--- config.mk ---
export PLATFORM = sky130hd
export DESIGN_NAME = reaction_game_controller
export DESIGN_NICKNAME = d
export VERILOG_FILES = /design/src/rtl/reaction_game_controller.sv
export SDC_FILE = /design/constraint.sdc
export NUM_CORES = 1
export LEC_CHECK = 0
export CAP_MARGIN = 30
export CELL_PAD_IN_SITES_DETAIL_PLACEMENT = 1
export CELL_PAD_IN_SITES_GLOBAL_PLACEMENT = 1
export CORE_MARGIN = 1.5
export CORE_UTILIZATION = 46
export DETAILED_ROUTE_END_ITERATION = 10
export GPL_TIMING_DRIVEN = 0
export HOLD_SLACK_MARGIN = 0.12
export PLACE_DENSITY_LB_ADDON = 0.1
export SYNTH_ARGS = -nofsm -noshare
export SYNTH_HDL_FRONTEND = slang
export SYNTH_SLANG_ARGS = --single-unit
--- constraint.sdc ---
create_clock -name Clock -period 5.1 [get_ports Clock]
set_input_delay 1.02 -clock Clock [delete_from_list [all_inputs] [get_ports Clock]]
set_output_delay 1.02 -clock Clock [all_outputs]
set_load 0.02 [all_outputs]
--- src/rtl/reaction_game_controller.sv ---
// Reaction-time game sequencer: random pre-delay, 1 ms tick for the external
// up-counter, reaction capture, false-start and timeout detection.
module reaction_game_controller #(
    parameter int unsigned CLK_PER_MS   = 50000,
    parameter int unsigned MIN_DELAY_MS = 1000
) (
    input  logic        Clock,
    input  logic        Reset,
    input  logic        Start,
    input  logic        Button,
    input  logic [10:0] Count,
    output logic        CountEnable,
    output logic        CountClearN,
    output logic        Stimulus,
    output logic [10:0] Result,
    output logic        ResultValid,
    output logic        FalseStart,
    output logic        Timeout
);
    localparam int unsigned PRESC_W = $clog2(CLK_PER_MS);
    localparam int unsigned COUNT_W = 11;
    localparam int unsigned DELAY_W = 12;
    localparam int unsigned LFSR_W  = 8;
    localparam logic [PRESC_W-1:0] PRESC_LAST = PRESC_W'(CLK_PER_MS - 1);
    localparam logic [COUNT_W-1:0] COUNT_MAX  = '1;

    typedef enum logic [2:0] {
        IDLE,
        CLEAR,
        WAIT_RAND,
        ARMED,
        DONE,
        FAULT
    } state_t;

    state_t               state;
    state_t               next_state;
    logic                 start_d;
    logic                 button_d;
    logic [LFSR_W-1:0]    lfsr;
    logic [LFSR_W-1:0]    seed;
    logic [PRESC_W-1:0]   presc;
    logic [DELAY_W-1:0]   delay_cnt;

    logic                 start_edge;
    logic                 btn_edge;
    logic                 timing;
    logic                 tick;
    logic                 count_enable_n;
    logic                 stimulus_n;
    logic                 clear_n_n;
    logic [COUNT_W-1:0]   result_n;
    logic                 result_valid_n;
    logic                 false_start_n;
    logic                 timeout_n;

    assign start_edge = Start & ~start_d;
    assign btn_edge   = Button & ~button_d;
    assign timing     = (state == WAIT_RAND) || (state == ARMED);
    assign tick       = timing && (presc == PRESC_LAST);

    // Next state and next values of the registered outputs
    always_comb begin
        next_state     = state;
        count_enable_n = 1'b0;
        result_n       = Result;
        result_valid_n = ResultValid;
        false_start_n  = FalseStart;
        timeout_n      = Timeout;
        case (state)
            IDLE: begin
                if (start_edge) next_state = CLEAR;
            end
            CLEAR: begin
                next_state = WAIT_RAND;
            end
            WAIT_RAND: begin
                if (btn_edge) begin
                    next_state    = FAULT;
                    false_start_n = 1'b1;
                end else if (tick && (delay_cnt == DELAY_W'(1))) begin
                    next_state = ARMED;
                end
            end
            ARMED: begin
                if (btn_edge) begin
                    next_state     = DONE;
                    result_n       = Count;
                    result_valid_n = 1'b1;
                end else if (tick) begin
                    if (Count == COUNT_MAX) begin
                        next_state = FAULT;
                        timeout_n  = 1'b1;
                    end else begin
                        count_enable_n = 1'b1;
                    end
                end
            end
            DONE, FAULT: begin
                if (start_edge) next_state = CLEAR;
            end
            default: begin
                next_state = IDLE;
            end
        endcase
        if (next_state == CLEAR) begin
            result_n       = '0;
            result_valid_n = 1'b0;
            false_start_n  = 1'b0;
            timeout_n      = 1'b0;
        end
        stimulus_n = (next_state == ARMED);
        clear_n_n  = !((next_state == IDLE) || (next_state == CLEAR));
    end

    // State and output registers
    always_ff @(posedge Clock) begin
        if (Reset) begin
            state       <= IDLE;
            CountEnable <= 1'b0;
            CountClearN <= 1'b0;
            Stimulus    <= 1'b0;
            Result      <= '0;
            ResultValid <= 1'b0;
            FalseStart  <= 1'b0;
            Timeout     <= 1'b0;
        end else begin
            state       <= next_state;
            CountEnable <= count_enable_n;
            CountClearN <= clear_n_n;
            Stimulus    <= stimulus_n;
            Result      <= result_n;
            ResultValid <= result_valid_n;
            FalseStart  <= false_start_n;
            Timeout     <= timeout_n;
        end
    end

    // Edge detectors, LFSR (x^8+x^6+x^5+x^4+1), prescaler and delay counter
    always_ff @(posedge Clock) begin
        if (Reset) begin
            start_d   <= 1'b0;
            button_d  <= 1'b0;
            lfsr      <= LFSR_W'(8'h01);
            seed      <= '0;
            presc     <= '0;
            delay_cnt <= '0;
        end else begin
            start_d  <= Start;
            button_d <= Button;
            lfsr     <= {lfsr[6:0], lfsr[7] ^ lfsr[5] ^ lfsr[4] ^ lfsr[3]};
            if (start_edge) seed <= lfsr;
            if (!timing || tick) presc <= '0;
            else                 presc <= presc + PRESC_W'(1);
            if (state == CLEAR) begin
                delay_cnt <= DELAY_W'(MIN_DELAY_MS) + DELAY_W'(seed);
            end else if ((state == WAIT_RAND) && tick) begin
                delay_cnt <= delay_cnt - DELAY_W'(1);
            end
        end
    end
endmodule

Yosys cells after proc, flatten, opt, wreduce, memory -nomap -nowiden
Index checks and enable logic that the tools add are counted. W data, S select, Z words.

Bits in registers: 66. Word-level logic and storage cells: 65.

Equality and inequality tests: 10. Bitwise logic cells: 10. Reductions and logical operators: 18. Add/sub/neg operators: 3. Multiplexer cells: 10.

Operator list (number): $mux W12 (2); $mux W3 (6); $add A16 B1 Y16 const B (1); $eq A16 B16 Y1 const B (1); $eq A12 B1 Y1 const B (1); $pmux W3 S4 (1); $sub A12 B1 Y12 const B (1); $add A10 B8 Y11 const A (1); $eq A11 B11 Y1 const B (1); $eq A3 B2 Y1 const B (3); $eq A3 B1 Y1 const B (2); $eq A3 B3 Y1 const B (2); $logic_not A3 Y1 (2); $not A1 Y1 (5); $reduce_and A2 Y1 (2); $reduce_and A4 Y1 (1); $reduce_or A2 Y1 (2); $reduce_or A4 Y1 (1); $logic_and A1 B1 Y1 (3); $logic_or A1 B1 Y1 (3); $reduce_or A3 Y1 (1); $xor A1 B1 Y1 (3); $and A1 B1 Y1 (2); $logic_not A1 Y1 (2); 2 further kinds (2).

Depth between registers and ports, before layout
Word-level depth: 10. Gate-level depth with buffers: 8.

Worst setup path before layout
Ideal clock, no wire load.

Path kind: input to register. From: in Count[2]. To: reg Result[10]. Setup slack: 2.768 ns. Buffers on the path: 1. Cell stages on the path: 6. Required time: 4.981 ns. Arrival time: 2.213 ns. Cells stage by stage: nand4_1 nor3_1 nand3_1 a221oi_4 buf_6 a21oi_2.

Cells in the longest elaborated chain, start to end: 7.

RTL lines: from (decl) (line 11) `input logic [10:0] Count,`; $eq A11 B11 Y1 (line 91) `if (Count == COUNT_MAX) begin`; $mux W3 (line 91); $mux W3 (line 90) `end else if (tick) begin`; $mux W3 (line 86) `if (btn_edge) begin`; $pmux W3 S4 (line 70) `case (state)`; $eq A3 B1 Y1 (line 106) `if (next_state == CLEAR) begin`; $reduce_or A2 Y1 (no source line); to (signal assigned) (line 132) `Result <= result_n;`; to (decl) (line 15) `output logic [10:0] Result,`.

No other way between the ends. A chain may end at the register's enable or synchronous reset.

Worst setup path after layout
From: in Count[2]. To: reg Result[3].

The elaborated chain is that of the path after synthesis.

==> summary.txt <==
drt drc: 0
clk slew on worst S/H paths: 0.07 ns
status: finished clean
starting DRC count in detailed routing: 65
Longest Clk Path Bufs: 2
fmax: 349.9 MHz
total grt overflow: 0
worst slew pin tran: 0.8176 ns
HPWL after DPL: 5226 um
worst-skew pair later-pin latency: 0.34 ns
Pre-Repair DR Iteration Count: 3
largest net degree at the start of global routing: 13
Boundary Pins: 32
GR Util All Layers: 22.04%
prevailing post-synth register cell: dfxtp_1
CP max FO: 10
yosys warns: 0
Crit. End Element: flip-flop
leakage power: 1.240 nW
VDD IR max: 0.1831 mV
clk_skew: 0.007100 ns
number of global-route vias before repair: 2626
# hold bufs at CTS: 0
dpl cell area: 3367 um^2
share of post-route cells with drive strength above 1: 12.70%
design area: 3561 um^2
die height: 83.22 um
fin cells: 447
final worst path period share: 56.03%
input/output buffers: 31
Routability Congestion: 0.7610
Max stage delay on crit path: 0.49 ns
core area: 6277 um^2
Antenna Nets Post-Route: 0
RSZ-0062 raised after global routing: no
Initial Util: 47.16%
average cell area after synthesis: 9.165 um^2
Die W: 83.22 um
worst min path class: flip-flop to flip-flop
Worst Setup Start Kind: input port
Num CTS Buffers: 9
TritonCTS Sinks: 66
final WL: 7016 um
drt wl/cell: 15.70 um
min Tclk post-route: 2.858 ns
Distinct cells, synth: 51
die area: 6926 um^2
post-synth design cell area: 2960 um^2
Mapped Cells: 323
final setup violating endpoints: 0
area delta synth->final: 20.29%
max-slew violation count: 0
Arr. time, crit path: 3.09 ns
worst hold margin: 0.4547 ns
register area share after synthesis: 44.63%
pwr dens: 308.4 nW/um^2
first-pass GRT wire length: 12240 um
# diodes: 0
post-layout util: 56.73%
Required @ worst endpoint: 5.33 ns
placed cell count: 431
site row count: 29
Worst path slowest cell: clkdlybuf4s50_1
Layout Nets: 384
worst-path cell chain: clkdlybuf4s50_1 -> nand4_1 -> nor3_1 -> nand3_1 -> a221oi_4 -> buf_6 -> a21oi_2
# resized after CTS: 0
initial antenna violation count: 0
number of synthesized register bits: 66
clk root buf: clkbuf_8
post-CTS setup repair buffer count: 0
# Max-Cap Violations: 0
Slew headroom: 45.29%
crit path kind: input port to flip-flop
Post-synth EDFFs: 0
routed vias: 2471
CTS HTree Levels: 3
ys async rst share: 0%
Synth Net Count: 342
CTS tree: built
Hold Violations, Final: 0
vias per cell: 5.528
setup TNS: 0 ns
==> cells in the final DEF (no fill, tap or decap), types with 5 or more instances in the layout <==
cell / synthesis / final
a21oi_1: 26 / 26
a21oi_2: 9 / 9
and3_1: 5 / 5
clkbuf_1: 7 / 7
clkbuf_8: 0 / 9
clkdlybuf4s50_1: 0 / 31
dfxtp_1: 66 / 66
inv_1: 8 / 8
mux2i_1: 12 / 12
nand2_1: 33 / 33
nand3_1: 7 / 7
nand4_1: 7 / 7
nor2_1: 26 / 26
nor2b_1: 12 / 12
nor3_1: 13 / 13
nor4_1: 6 / 6
o21ai_0: 10 / 10
xnor2_1: 12 / 12
xor2_1: 11 / 11
==> registers in the layout (all words and copies together), names as in the netlist, 3 cells and up <==
register,flops
Result,11
delay_cnt,12
lfsr,8
presc,16
seed,8
state,3
==> cell type report <==
class | count | area, um^2
Buffer | 14 | 68.82
Tap cell | 77 | 96.34
Clock buffer | 9 | 123.9
Multi-Input combinational cell | 234 | 1536
Sequential cell | 66 | 1321
Inverter | 9 | 33.78
Clock inverter | 7 | 70.07
Timing Repair Buffer | 31 | 310.3
Fill cell | 742 | 2716
==> worst max-delay path, delay by kind of cell <==
| family | cells | cell delay [ns] |
|---|---|---|
| AO/OA/AOI/OAI | 2 | 0.53 |
| buffers and inverters | 2 | 0.72 |
| AND/OR/NAND/NOR | 3 | 0.81 |
==> layer usage <==
| layer | track usage, % | wire, um | up-vias |
|---|---|---|---|
| li1 | - | - | 1219 |
| met1 | 25.83 | 3148 | 1197 |
| met2 | 37.55 | 3422 | 38 |
| met3 | 4.871 | 220 | 17 |
| met4 | 11.67 | 225 | 0 |
| met5 | 0 | 0 | - |
==> synthesized netlist by cell type, drive strengths merged (6+ instances only) <==
cell	instances	area share, %
dfxtp	66	45
a21oi	35	7.1
nand2	33	4.2
nor2	26	3.3
nor3	15	3.1
mux2i	12	4.1
nor2b	12	2.5
xnor2	12	3.6
xor2	11	3.3
o21ai	10	1.7
inv	9	1.1
nor4	8	2.1
buf	7	1.4
clkbuf	7	0.89
nand3	7	1.2
nand4	7	1.5
and3	6	1.3
==> worst paths after layout <==
check / from / to / slack (ns) / depth (start not counted)
worst max-delay path: Count[2] / Result[3] / 2.24 / 7
worst min-delay path: lfsr[2] / seed[2] / 0.45 / 2
worst max register to register: presc[0] / Result[3] / 2.86 / 8
worst min register to register: lfsr[2] / seed[2] / 0.45 / 2
==> per-stage QoR <==
stage | worst slack (ns) | total power, W
finish | 2.242 | 0.001098
global route | 2.120 | 0.001143
CTS | 2.309 | 0.001110
detailed placement | 1.941 | 0.0006783
global placement | 1.963 | 0.0006739
floorplan | 2.768 | 0.0006347
==> power breakdown <==
part	internal [W]	total, W	switching [W]	leakage, nW
registers	0.000531	0.000547	0.0000156	0.535
logic	0.0000490	0.000120	0.0000707	0.605
clock network	0.000224	0.000432	0.000207	0.0990
total	0.000804	0.00110	0.000294	1.24
==> logic make-up (layout without fill, tap and decap cells) <==
group	Yosys count	after routing	share of synthesized area (%)
and+or+nand+nor	136	136	25.91
buffers and inverters	23	70	3.466
adders and majority gates	4	4	1.691
AOI/OAI and AO/OA	59	59	13.44
DFF	66	66	44.63
muxes	12	12	4.058
xor gates and xnor gates	23	23	6.805
No activity file was read; power rests on OpenSTA's default activity.
